===== src/rtl/fetch_pkg.sv =====
// fetch_pkg: shared constants, entry type and helpers for the fetch front end.
//   PC_W_DEF / INST_W_DEF : default PC (word address) and instruction widths.
//   fetch_entry_t         : default {pc, inst} prefetch buffer entry.
//   pc_inc                : PC increment wrapping modulo 2^width.
//   sat_add               : 32-bit saturating add for performance counters.
package fetch_pkg;

  localparam int unsigned PC_W_DEF   = 12;
  localparam int unsigned INST_W_DEF = 32;

  typedef struct packed {
    logic [PC_W_DEF-1:0]   pc;
    logic [INST_W_DEF-1:0] inst;
  } fetch_entry_t;

  // Caller truncates the result back to its own PC width.
  function automatic logic [31:0] pc_inc(input logic [31:0] pc, input int unsigned width);
    logic [31:0] mask;
    mask = (width >= 32) ? 32'hFFFF_FFFF : ((32'd1 << width) - 32'd1);
    return (pc + 32'd1) & mask;
  endfunction

  function automatic logic [31:0] sat_add(input logic [31:0] a, input logic [31:0] b);
    logic [32:0] sum;
    sum = {1'b0, a} + {1'b0, b};
    return sum[32] ? 32'hFFFF_FFFF : sum[31:0];
  endfunction

endpackage


===== src/rtl/fetch_fifo.sv =====
// fetch_fifo: synchronous FIFO of fetch entries with single-cycle flush.
//   clk, rst     : clock, synchronous active-high reset.
//   push_i/push_data_i : write an entry at the edge.
//   pop_i        : drop the head entry at the edge.
//   flush_i      : empty the FIFO; overrides push and pop in the same cycle.
//   full_o/empty_o/count_o : registered status and occupancy.
//   head_o       : head entry, straight from storage (stable until popped).
module fetch_fifo
  import fetch_pkg::*;
#(
  parameter int unsigned DEPTH   = 4,
  parameter type         entry_t = fetch_entry_t
) (
  input  logic                     clk,
  input  logic                     rst,
  input  logic                     push_i,
  input  entry_t                   push_data_i,
  input  logic                     pop_i,
  input  logic                     flush_i,
  output logic                     full_o,
  output logic                     empty_o,
  output logic [$clog2(DEPTH):0]   count_o,
  output entry_t                   head_o
);

  localparam int unsigned AW = $clog2(DEPTH);

  entry_t        mem_q [DEPTH];
  logic [AW-1:0] wr_ptr_q, wr_ptr_d;
  logic [AW-1:0] rd_ptr_q, rd_ptr_d;
  logic [AW:0]   count_q, count_d;
  logic          push_en, pop_en;

  assign push_en = push_i && !flush_i;
  assign pop_en  = pop_i && !flush_i;

  always_comb begin
    wr_ptr_d = wr_ptr_q;
    rd_ptr_d = rd_ptr_q;
    count_d  = count_q;
    if (flush_i) begin
      wr_ptr_d = '0;
      rd_ptr_d = '0;
      count_d  = '0;
    end else begin
      // DEPTH is a power of two, so the pointers wrap naturally.
      if (push_en) wr_ptr_d = wr_ptr_q + 1'b1;
      if (pop_en)  rd_ptr_d = rd_ptr_q + 1'b1;
      unique case ({push_en, pop_en})
        2'b10:   count_d = count_q + 1'b1;
        2'b01:   count_d = count_q - 1'b1;
        default: count_d = count_q;
      endcase
    end
  end

  always_ff @(posedge clk) begin
    if (rst) begin
      wr_ptr_q <= '0;
      rd_ptr_q <= '0;
      count_q  <= '0;
    end else begin
      wr_ptr_q <= wr_ptr_d;
      rd_ptr_q <= rd_ptr_d;
      count_q  <= count_d;
    end
  end

  always_ff @(posedge clk) begin
    if (push_en) mem_q[wr_ptr_q] <= push_data_i;
  end

  assign full_o  = (count_q == (AW + 1)'(DEPTH));
  assign empty_o = (count_q == '0);
  assign count_o = count_q;
  assign head_o  = mem_q[rd_ptr_q];

  a_no_overflow: assert property (@(posedge clk) disable iff (rst)
    !(push_i && !flush_i && full_o && !pop_i));
  a_no_underflow: assert property (@(posedge clk) disable iff (rst)
    !(pop_i && !flush_i && empty_o));

endmodule


===== src/rtl/fetch_unit.sv =====
// fetch_unit: instruction-fetch front end.
//   Holds a word PC, issues reads to a 1-cycle-latency synchronous instruction
//   memory, buffers {pc, inst} in a flushable prefetch FIFO and presents the
//   head to EX over valid/ready. A redirect flushes buffered and in-flight work.
// Ports:
//   clk, rst                  : clock, synchronous active-high reset.
//   imem_en/imem_addr         : read strobe and word address (combinational).
//   imem_rdata                : read data, valid the cycle after imem_en.
//   redirect_valid/redirect_pc: PC change request from EX (highest priority).
//   inst_valid/inst_ready     : head handshake; inst_data/inst_pc are the head.
//   fifo_count                : prefetch buffer occupancy.
//   perf_fetched/flushed/stall: saturating counters when FETCH_PERF_EN is
//                               defined, otherwise tied to zero.
module fetch_unit
  import fetch_pkg::*;
#(
  parameter int unsigned PC_W       = PC_W_DEF,
  parameter int unsigned INST_W     = INST_W_DEF,
  parameter int unsigned FIFO_DEPTH = 4,
  parameter int unsigned RESET_PC   = 0
) (
  input  logic                          clk,
  input  logic                          rst,
  output logic                          imem_en,
  output logic [PC_W-1:0]               imem_addr,
  input  logic [INST_W-1:0]             imem_rdata,
  input  logic                          redirect_valid,
  input  logic [PC_W-1:0]               redirect_pc,
  output logic                          inst_valid,
  input  logic                          inst_ready,
  output logic [INST_W-1:0]             inst_data,
  output logic [PC_W-1:0]               inst_pc,
  output logic [$clog2(FIFO_DEPTH):0]   fifo_count,
  output logic [31:0]                   perf_fetched,
  output logic [31:0]                   perf_flushed,
  output logic [31:0]                   perf_stall
);

  localparam int unsigned CW = $clog2(FIFO_DEPTH) + 1;

  typedef struct packed {
    logic [PC_W-1:0]   pc;
    logic [INST_W-1:0] inst;
  } entry_t;

  logic [PC_W-1:0] pc_q, pc_d;
  logic            inflight_q, inflight_d;
  logic [PC_W-1:0] inflight_pc_q, inflight_pc_d;

  logic            issue, push, pop;
  logic [CW:0]     occupancy;
  logic            fifo_full, fifo_empty;
  logic [CW-1:0]   fifo_cnt;
  entry_t          push_entry, head;

  always_comb begin
    // Credit counts the in-flight read so its return always has a slot;
    // a same-cycle pop is deliberately not credited.
    occupancy = (CW + 1)'(fifo_cnt) + (CW + 1)'(inflight_q);
    issue     = !rst && !redirect_valid && (occupancy < (CW + 1)'(FIFO_DEPTH));
    push      = inflight_q && !redirect_valid;
    pop       = !fifo_empty && inst_ready && !redirect_valid;

    push_entry.pc   = inflight_pc_q;
    push_entry.inst = imem_rdata;

    pc_d          = pc_q;
    inflight_pc_d = inflight_pc_q;
    inflight_d    = issue;
    if (redirect_valid) begin
      pc_d = redirect_pc;
    end else if (issue) begin
      pc_d          = PC_W'(pc_inc(32'(pc_q), PC_W));
      inflight_pc_d = pc_q;
    end
  end

  always_ff @(posedge clk) begin
    if (rst) begin
      pc_q          <= PC_W'(RESET_PC);
      inflight_q    <= 1'b0;
      inflight_pc_q <= '0;
    end else begin
      pc_q          <= pc_d;
      inflight_q    <= inflight_d;
      inflight_pc_q <= inflight_pc_d;
    end
  end

  fetch_fifo #(
    .DEPTH   (FIFO_DEPTH),
    .entry_t (entry_t)
  ) u_fifo (
    .clk         (clk),
    .rst         (rst),
    .push_i      (push),
    .push_data_i (push_entry),
    .pop_i       (pop),
    .flush_i     (redirect_valid),
    .full_o      (fifo_full),
    .empty_o     (fifo_empty),
    .count_o     (fifo_cnt),
    .head_o      (head)
  );

  assign imem_en    = issue;
  assign imem_addr  = pc_q;
  assign inst_valid = !fifo_empty;
  assign inst_data  = head.inst;
  assign inst_pc    = head.pc;
  assign fifo_count = fifo_cnt;

  // Credit invariant: a full buffer never has a read outstanding.
  a_credit: assert property (@(posedge clk) disable iff (rst) !(fifo_full && inflight_q));

`ifdef FETCH_PERF_EN
  logic [31:0] perf_fetched_q, perf_fetched_d;
  logic [31:0] perf_flushed_q, perf_flushed_d;
  logic [31:0] perf_stall_q, perf_stall_d;

  always_comb begin
    perf_fetched_d = perf_fetched_q;
    perf_flushed_d = perf_flushed_q;
    perf_stall_d   = perf_stall_q;
    if (push) perf_fetched_d = sat_add(perf_fetched_q, 32'd1);
    if (redirect_valid) begin
      perf_flushed_d = sat_add(perf_flushed_q, 32'(fifo_cnt) + 32'(inflight_q));
    end
    if (inst_valid && !inst_ready) perf_stall_d = sat_add(perf_stall_q, 32'd1);
  end

  always_ff @(posedge clk) begin
    if (rst) begin
      perf_fetched_q <= '0;
      perf_flushed_q <= '0;
      perf_stall_q   <= '0;
    end else begin
      perf_fetched_q <= perf_fetched_d;
      perf_flushed_q <= perf_flushed_d;
      perf_stall_q   <= perf_stall_d;
    end
  end

  assign perf_fetched = perf_fetched_q;
  assign perf_flushed = perf_flushed_q;
  assign perf_stall   = perf_stall_q;
`else
  assign perf_fetched = 32'd0;
  assign perf_flushed = 32'd0;
  assign perf_stall   = 32'd0;
`endif

endmodule


===== config.mk =====
export PLATFORM = sky130hd
export DESIGN_NAME = fetch_unit
export DESIGN_NICKNAME = d
export VERILOG_FILES = /design/src/rtl/fetch_pkg.sv /design/src/rtl/fetch_fifo.sv /design/src/rtl/fetch_unit.sv
export SDC_FILE = /design/constraint.sdc
export NUM_CORES = 1
export LEC_CHECK = 0
export CORE_ASPECT_RATIO = 1.5
export CORE_MARGIN = 2
export CORE_UTILIZATION = 50
export DETAILED_ROUTE_END_ITERATION = 10
export MAX_ROUTING_LAYER = met4
export PLACE_DENSITY = 0.81
export SETUP_SLACK_MARGIN = 0.1
export SLEW_MARGIN = 20
export SYNTH_ARGS = -nofsm -noshare
export SYNTH_HDL_FRONTEND = slang
export SYNTH_SLANG_ARGS = --single-unit

===== constraint.sdc =====
create_clock -name clk -period 3.7 [get_ports clk]
set_input_delay 1.11 -clock clk [delete_from_list [all_inputs] [get_ports clk]]
set_output_delay 1.11 -clock clk [all_outputs]
set_load 0.05 [all_outputs]

==> flow_results.org, run 1 <==
** Synthesis
- The synthesized netlist devotes roughly 1.1% of its cell area to adder and majority cells.
- Measured against the total synthesized area, the mux share comes to between 10% and 20%.
- Area fraction in and, or, nand and nor cells after synthesis :: 4.43%
- Library cell occupying the most area in the post-synthesis netlist :: sky130_fd_sc_hd__edfxtp_1
- Of the total synthesized cell area, the portion taken by XOR and XNOR cells is less than 1%.
- Unique masters post-synth :: 44
- Top_reg_cell synth :: sky130_fd_sc_hd__edfxtp_1
- After synthesis the netlist holds a flip-flop and latch count of 210.
- For this run, the register share of the synthesized area comes to between 60% and 70%.
- Most area-consuming cells after synthesis :: sky130_fd_sc_hd__edfxtp_1 (61%), sky130_fd_sc_hd__mux4_2 (11%), sky130_fd_sc_hd__buf_4 (8.3%)
- Synthesized netlist cell count :: approximately 520
- Top cell type's share of synthesized area :: 61.2%
- Syn Std Cell Area :: 8640 µm²
- Yosys warning total :: 0
- Avg Synthesized Cell Area :: roughly 17 µm²
- After synthesis, the largest family of logic cells by area is multiplexers.
- Share of flip-flops with an asynchronous set or reset after synthesis :: 0%
- Yosys instantiated no cell more often than sky130_fd_sc_hd__edfxtp_1.
- Ranked by instance count, the synthesized netlist is headed by sky130_fd_sc_hd__edfxtp_1 (176), sky130_fd_sc_hd__buf_4 (96), sky130_fd_sc_hd__mux4_2 (44), sky130_fd_sc_hd__dfxtp_1 (34), sky130_fd_sc_hd__nand2_1 (33).
- EDFF count, synth :: between 150 and 200
- Summing the areas of all compound-gate instances in the mapped netlist gives under 10% of the synthesized area.

** Drt
- The first routing iteration left roughly 280 violations.
- The routed design has between 15 and 20 mm of wire.
- Routed length per placed instance :: 17.7 µm
- Count of TritonRoute iterations in the first routing pass :: 6
- For this run, design rule violations remaining after detail routing come to 0.
- Dividing the detail-routed via count by the number of cells gives around 5.2.
- Antenna Nets Post-Route :: 0
- Vias after detailed routing :: roughly 4500

** Finish
- The finished cells cover ~10000 µm².
- FF+latch area :: roughly 6000 µm²
- Summing all multi-input logic gate instances after layout gives ~2200 µm².
- Share of post-route cells with drive strength above 1 :: 14.8%
- The area growth from synthesis to layout is 19.9%.
- The filler cells instantiated in the layout total approximately 1300.
- Layout Cells excl Fill :: between 800 and 900
- Diode count :: 0
- Layout net count :: 699

** Timing
- The count of final max-slew check failures came to 0.
- Setup violations remaining at the end of the flow were counted as 0.
- Final critical-path required period :: 3.51 ns
- Setup repair after global routing left no endpoint under its margin.
- For the pin with the worst max-slew slack, the measured transition is 0.557 ns.
- Hold violation total from the final report :: 0
- Headroom to the max-slew limit came out at 62.7%.
- Final critical-path share of the clock period :: 95.0%
- Adding up every negative setup slack in the final design gives 0 ns.
- Final setup skew :: approximately 0.0092 ns
- For this run, the top clock speed supported by timing is ~280 MHz.

** Global routing
- Number of global-route vias before repair :: about 4600
- Global routing used 17.0% of the available tracks.
- Pin count of the biggest net entering global routing :: 45
- For this run the aggregate overflow at the end of global routing stands at 0.
- The first global-routing pass estimated around 24 mm of wire.
- The number of antenna violations at the first check in global routing is 0.

** Placement
- The congestion estimate from routability-driven global placement came to around 0.87.
- In this run the cell area measured after placement is 9790 µm².
- During placement, the flow inserted port buffers numbering 108.
- After detailed placement, the design holds a cell count of 833.
- Final HPWL DP :: 10.3 mm

** Worst setup path
- Reg2Reg Setup Slack :: 1.53 ns
- WP data required :: 2.59 ns
- The worst register-to-register path ends at u_fifo.count_o[2]$_SDFFE_PP0P_.
- Startpoint-to-endpoint class of the critical path :: in -> out
- STA classifies the critical path startpoint as a primary input.
- Crit path capture type :: primary output
- Worst path arrival time :: roughly 2.4 ns
- Cells on worst reg2reg path :: 8
- RR Startpoint :: u_fifo.count_o[2]$_SDFFE_PP0P_
- Along the worst path, the maximum fanout reaches 2.

** Floorplanning
- Total I/O pin count :: 205
- Site row count :: 58
- The die is about 160 µm tall.
- Standard cell core area :: 16800 µm²
- Once the floorplan was initialized, standard cells occupied 51.3% of the core.
- Horizontal extent of the die :: around 110 µm
- DIE AREA :: around 18000 µm²

** Clock tree
- In this run, post-CTS hold repair placed 0 buffers.
- After clock tree synthesis, the clock-pin slew on the worst setup and hold paths is roughly 0.060 ns.
- Clk root buf :: sky130_fd_sc_hd__clkbuf_16
- The number of setup buffers added after CTS is 0.
- Clock Tree Buf Depth :: 3
- Clock latency on the worst-skew pair, taken at its later pin, is 0.47 ns.
- The clock drives 210 sinks.
- CTS tree :: yes
- Num CTS Buffers :: 19
- Maximum level of the CTS H-tree :: 1
- Post-CTS Resized :: 30

** Flow run
- Max-cap violations in this run came to 0.

** Power
- Combinational share of power :: 9.8%
- Cell internal pwr :: roughly 3800 µW
- In this run switching power makes up 23.7% of total power.
- Static leakage power :: between 0.003 and 0.004 µW
- Reg power frac :: between 50 and 60%
- Power spread over the standard cell area amounts to 482 nW/µm².
- IR Drop Worst-Case VDD :: 0.319 mV
- The analysis attributes to net switching a power of ~1200 µW.
- Portion of total power attributed to the clock network :: a little under two fifths

** Hold path
- Worst hold path class :: reg -> reg
- The worst hold path terminates at inflight_pc_q[5]$_SDFFE_PP0P_.
- Min-delay src :: inflight_pc_q[5]$_SDFFE_PP0P_
- Hold path cells :: 2

** Status
- Outcome :: completed
[metal layers]
layer,global-route usage (%),up-vias,wire length [µm]
met5,-,-,0
met4,6.23,0,437
met3,1.83,29,791
met2,31.0,185,8250
met1,19.4,2218,5870
li1,-,2031,-
[per-stage QoR]
step / hold WS, ns / utilization (%) / total power, µW / setup slack [ns]
2_1_floorplan: 0.460 / - / 3100 / 0.241
3_3_place_gp: 0.469 / 58.2 / 3150 / 0.169
3_5_place_dp: 0.494 / 58.2 / 3160 / 0.174
4_1_cts: 0.501 / 61.5 / 5030 / 0.165
5_1_grt: 0.523 / 61.5 / 5130 / 0.121
6_report: 0.498 / 61.5 / 4990 / 0.187
[registers in the layout (all words and copies together) (netlist names), named ones only]
signal and cells:
u_fifo.mem_q 176, imem_addr 12, inflight_pc_q 12, u_fifo.count_o 3
u_fifo.rd_ptr_q 2, u_fifo.wr_ptr_q 2, inflight_q 1
[logic make-up (layout without fill, tap and decap cells)]
group,count (synthesis),after routing
adders and majority gates,7,7
xor gates and xnor gates,6,6
buffers and inverters,129,168
muxes,45,45
AOI/OAI and AO/OA,46,46
DFF,210,210
and+or+nand+nor,77,77
other,1,96
[worst max-delay path, stage by stage]
cell	delay (ns)
sky130_fd_sc_hd__clkdlybuf4s50_1	0.44
sky130_fd_sc_hd__or2_1	0.25
sky130_fd_sc_hd__or3_1	0.33
sky130_fd_sc_hd__inv_1	0.13
sky130_fd_sc_hd__buf_12	0.15
[cells in the final DEF (no fill, tap or decap), types with 5 or more instances in the layout]
| master | synthesis | routed |
|---|---|---|
| sky130_fd_sc_hd__mux4_2 | 44 | 44 |
| sky130_fd_sc_hd__conb_1 | 1 | 96 |
| sky130_fd_sc_hd__inv_1 | 12 | 12 |
| sky130_fd_sc_hd__o21ai_0 | 6 | 6 |
| sky130_fd_sc_hd__clkdlybuf4s50_1 | 0 | 74 |
| sky130_fd_sc_hd__buf_4 | 96 | 8 |
| sky130_fd_sc_hd__and3_1 | 5 | 5 |
| sky130_fd_sc_hd__or3_1 | 5 | 5 |
| sky130_fd_sc_hd__nor2_1 | 8 | 8 |
| sky130_fd_sc_hd__buf_12 | 0 | 12 |
| sky130_fd_sc_hd__ha_1 | 6 | 6 |
| sky130_fd_sc_hd__nand2_1 | 33 | 33 |
| sky130_fd_sc_hd__a21oi_1 | 23 | 23 |
| sky130_fd_sc_hd__clkbuf_1 | 11 | 5 |
| sky130_fd_sc_hd__edfxtp_1 | 176 | 176 |
| sky130_fd_sc_hd__dfxtp_1 | 34 | 32 |
| sky130_fd_sc_hd__dlygate4sd2_1 | 0 | 30 |
| sky130_fd_sc_hd__clkbuf_16 | 0 | 19 |
[power groups by stage]
stage	clock, µW	sequential (µW)	combinational [µW]
detailed placement	0	2660	497
CTS	1930	2610	491
global placement	0	2660	490
floorplan	0	2690	409
finish	1890	2610	492
global route	2000	2620	513
[final cells by class]
type	instances	share of cell area (%)
multi-input combinational	277	21.0
clock inverter	7	0.918
sequential	210	57.6
inverter	12	0.435
timing repair buffer	124	12.6
tap	210	2.54
clock buffer	25	4.90
[worst max path at each step]
stage	to	startpoint
floorplan	imem_en	redirect_valid
global placement	imem_en	redirect_valid
detailed placement	imem_en	redirect_valid
CTS	imem_en	redirect_valid
global route	imem_en	redirect_valid
finish	imem_en	redirect_valid
(Power assumes the default switching activity.)
==> run 2, diff against run 1 <==
SYNTH_HIERARCHICAL = 1   (was not set)
==> run 2 against run 1 <==
Net effect:
- sequential share of layout area increased by 0.16 points
- global-route usage increased by 0.35 points
- cell area decreased by 0.28%
- clock power increased by 3%
- hold slack got worse by 0.00093 ns
- total power about the same
- die area increased by 0.80%
- synthesized cell count decreased by 1.2%
- count of clock-buffer cells in the layout increased by 4
- maximum frequency increased by 1.0%
- critical path type is now reg -> out
- highest routed layer unchanged
==> flow_results.org, run 2 <==
** Floorplanning
- Horizontal extent of the die :: 112 µm (+0.40%)
- DIE AREA :: 18500 µm² (+0.80%)
- Standard cell core area :: 17200 µm² (+2.2%)
- Total I/O pin count :: 205 (unchanged)
- The y dimension of the die came to 166 µm (+0.40%).
- The number of rows in the core area came to 59 (+1.7%).
- Initial standard-cell utilization of the core :: 50.6% (-0.67 points)

** Status
- The flow ran to the end, and the final reports show no timing, DRC or antenna violations.

** Hold path
- The number of instances on the worst hold path came to 2 (unchanged).
- Min-delay src :: imem_addr[11]$_SDFFE_PP0P_
- Worst hold path class :: reg -> reg
- For hold timing, the worst endpoint is inflight_pc_q[11]$_SDFFE_PP0P_.

** Finish
- Number of flip-flops in the largest register :: 176 (unchanged)
- Area overhead of the layout relative to synthesis :: 18.6%
- Diode count :: 0 (unchanged)
- Commonest non-fill, non-tap cell in the layout :: sky130_fd_sc_hd__edfxtp_1
- The final non-filler cell total came to 867 (+0.23%).
- More flip-flops sit in one register than any other, and that register is u_fifo/mem_q.
- Share of post-route cells with drive strength above 1 :: 15.7% (+0.94 points)
- Most used cells in the layout excluding fill and tap cells :: sky130_fd_sc_hd__edfxtp_1 (176), sky130_fd_sc_hd__conb_1 (96), sky130_fd_sc_hd__clkdlybuf4s50_1 (73)
- Layout net count :: 696 (-0.43%)

** Drt
- Antenna Nets Post-Route :: 0 (unchanged)
- Count of TritonRoute iterations in the first routing pass :: 4 (-2)
- Number of remaining DRC errors :: 0 (unchanged)
- The via count normalized by instance count came to 5.12 (-0.68%).
- The total via count in the routed design came to 4443 (-0.45%).
- Iteration-0 DRC Markers :: 199 (-28%)
- The detailed-route wire length per cell came to 18.0 µm (+1.4%).
- The wire length reported by the detailed router is 15.6 mm (+1.6%).

** Worst setup path
- Delay of the slowest cell on the worst path :: 0.73 ns (+0.29 ns)
- The maximum fanout along the worst path was 15 (+13).
- Among cell families on the critical path, the largest total delay comes from buffers and inverters.
- Startpoint class of the critical path :: flop
- The worst register-to-register path ends at u_fifo/count_o[2]$_SDFFE_PP0P_.
- Slowest library cell on the worst path :: sky130_fd_sc_hd__clkdlybuf4s50_1
- The number of cell instances on the worst register-to-register path is 10 (+2).
- The worst endpoint data arrival time was 2.37 ns (-0.03 ns).
- RR Startpoint :: u_fifo/count_o[0]$_SDFFE_PP0P_
- The worst setup path is captured at a primary output.
- The count of buffer and inverter cells on the critical path came to 1 (-2).
- By startpoint and endpoint, the worst setup path is classified as reg -> out.
- The worst setup slack for register-to-register paths is 1.36 ns (-0.17 ns).
- The required time at the worst-slack endpoint is 2.59 ns (about the same).
- Traced cell by cell, the critical path runs through mux4_1, clkdlybuf4s50_1.

** Timing
- The setup total negative slack is 0 ns (unchanged).
- Final critical-path share of the clock period :: 94.0% (-0.97 points)
- Relative slew slack :: 63.7% (+0.96 points)
- Hold violation total from the final report :: 0 (unchanged)
- Worst slew pin tran :: 0.543 ns (-0.0144 ns)
- Setup repair after global routing missed its margin :: no
- The worst clock skew is 0.0226 ns (+0.0134 ns).
- Count of pins over their slew limit :: 0 (unchanged)
- Peak Freq :: 288 MHz (+1.0%)
- The minimum clock period is 3.48 ns (-0.0357 ns).
- Final setup violation count :: 0 (unchanged)

** Clock tree
- Clock Tree Buf Depth :: 3 (unchanged)
- The tree is rooted in a sky130_fd_sc_hd__clkbuf_16.
- CTS tree :: yes
- The worst-skew pair later-pin latency was 0.50 ns (+0.03 ns).
- Clock transition at path regs :: 0.06 ns (about the same)
- # hold bufs at CTS :: 0 (unchanged)
- The clock buffer count from CTS came to 20 (+1).
- Setup repair bufs after CTS :: 0 (unchanged)
- The level count of the clock H-tree came to 1 (unchanged).
- The number of sinks handled by clock tree synthesis was 210 (unchanged).

** Power
- The total leakage power came to 0.00359 µW (-0.45%).
- The worst voltage drop across the vdd grid was 0.378 mV (+18%).
- The power per standard cell area came to 483 nW/µm² (+0.25%).
- Total Power :: 4990 µW (about the same)

** Global routing
- The largest net degree at the start of global routing was 45 (unchanged).
- Number of global-route vias before repair :: 4629 (+1.2%)
- Global-route usage over all layers :: 17.3% (+0.35 points)
- Sum of overflow across all layers after global routing :: 0 (unchanged)
- Antenna violations before repair :: 0 (unchanged)
- Global-route wire length before repair :: 24.7 mm (+2.7%)

** Synthesis
- Syn Std Cell Area :: 8710 µm² (+0.83%)
- The number of instances in the synthesized netlist came to 515 (-1.2%).
- The yosys synthesis warning count came to 6 (+6).
- The post-synthesis area per instance came to 16.9 µm² (+2.0%).

** Flow run
- The max-capacitance violation count was 0 (unchanged).

** Placement
- Total of buffers placed on input and output ports :: 108 (unchanged)
- Routability congestion estimate from global placement :: 0.817 (-6.5%)
- The placed wire-length estimate was 10.2 mm (-1.3%).
- The placed cell count is 832 (-0.12%).
run 2: metrics by stage:
stage          utilization (%)  setup slack (ns)  hold WS [ns]  area (µm²)
4_1_cts                   60.0             0.166         0.503       10300
5_1_grt                   60.0             0.126         0.515       10300
6_report                  60.0             0.222         0.498       10300
2_1_floorplan                -             0.187         0.460        9060
3_5_place_dp              56.6             0.154         0.494        9730
3_3_place_gp              56.6             0.221         0.472        9730
run 2: worst max path at each step:
stage,startpoint,endpoint,slack (ns),cells past startpoint
floorplan,redirect_valid,imem_en,0.19,5
global placement,redirect_valid,u_fifo/count_o[2]$_SDFFE_PP0P_,0.22,11
detailed placement,redirect_valid,u_fifo/count_o[2]$_SDFFE_PP0P_,0.15,11
CTS,flop,inst_data[27],0.17,2
global route,flop,inst_data[27],0.13,2
finish,flop,inst_data[27],0.22,2
run 2: tightest hold or removal path: cells and delay by family, from the launching register on:
kind	cells	cell delay (ns)
simple gates	1	0.06
flops	1	0.33
compound gates	1	0.06
run 2: what timing repair did:
action | in CTS | in global routing
hold endpoints to repair | 0 | 0
gates resized for setup | 26 | 0
endpoints found under the setup margin | 26 | 0
run 2: report_power, final:
| group | total [µW] | internal, µW | switching, µW |
|---|---|---|---|
| registers | 2600 | 2580 | 22.4 |
| logic | 446 | 100 | 346 |
| clock network | 1950 | 1130 | 811 |
run 2: cell type report:
cell class                 instances  area [µm²]
clock buffer                      29         564
clock inverter                     6        67.6
fill                            1264        6870
inverter                          10        37.5
multi-input combinational        275        2190
sequential                       210        5970
tap                              213         267
timing repair buffer             124        1230
run 2: routing by layer:
layer / wire length (µm) / vias to the layer above / GRT usage (%)
met5: 0 / - / -
met4: 421 / 0 / 6.39
met3: 922 / 30 / 2.20
met2: 8610 / 192 / 31.8
met1: 5640 / 2223 / 19.0
li1: - / 1998 / -
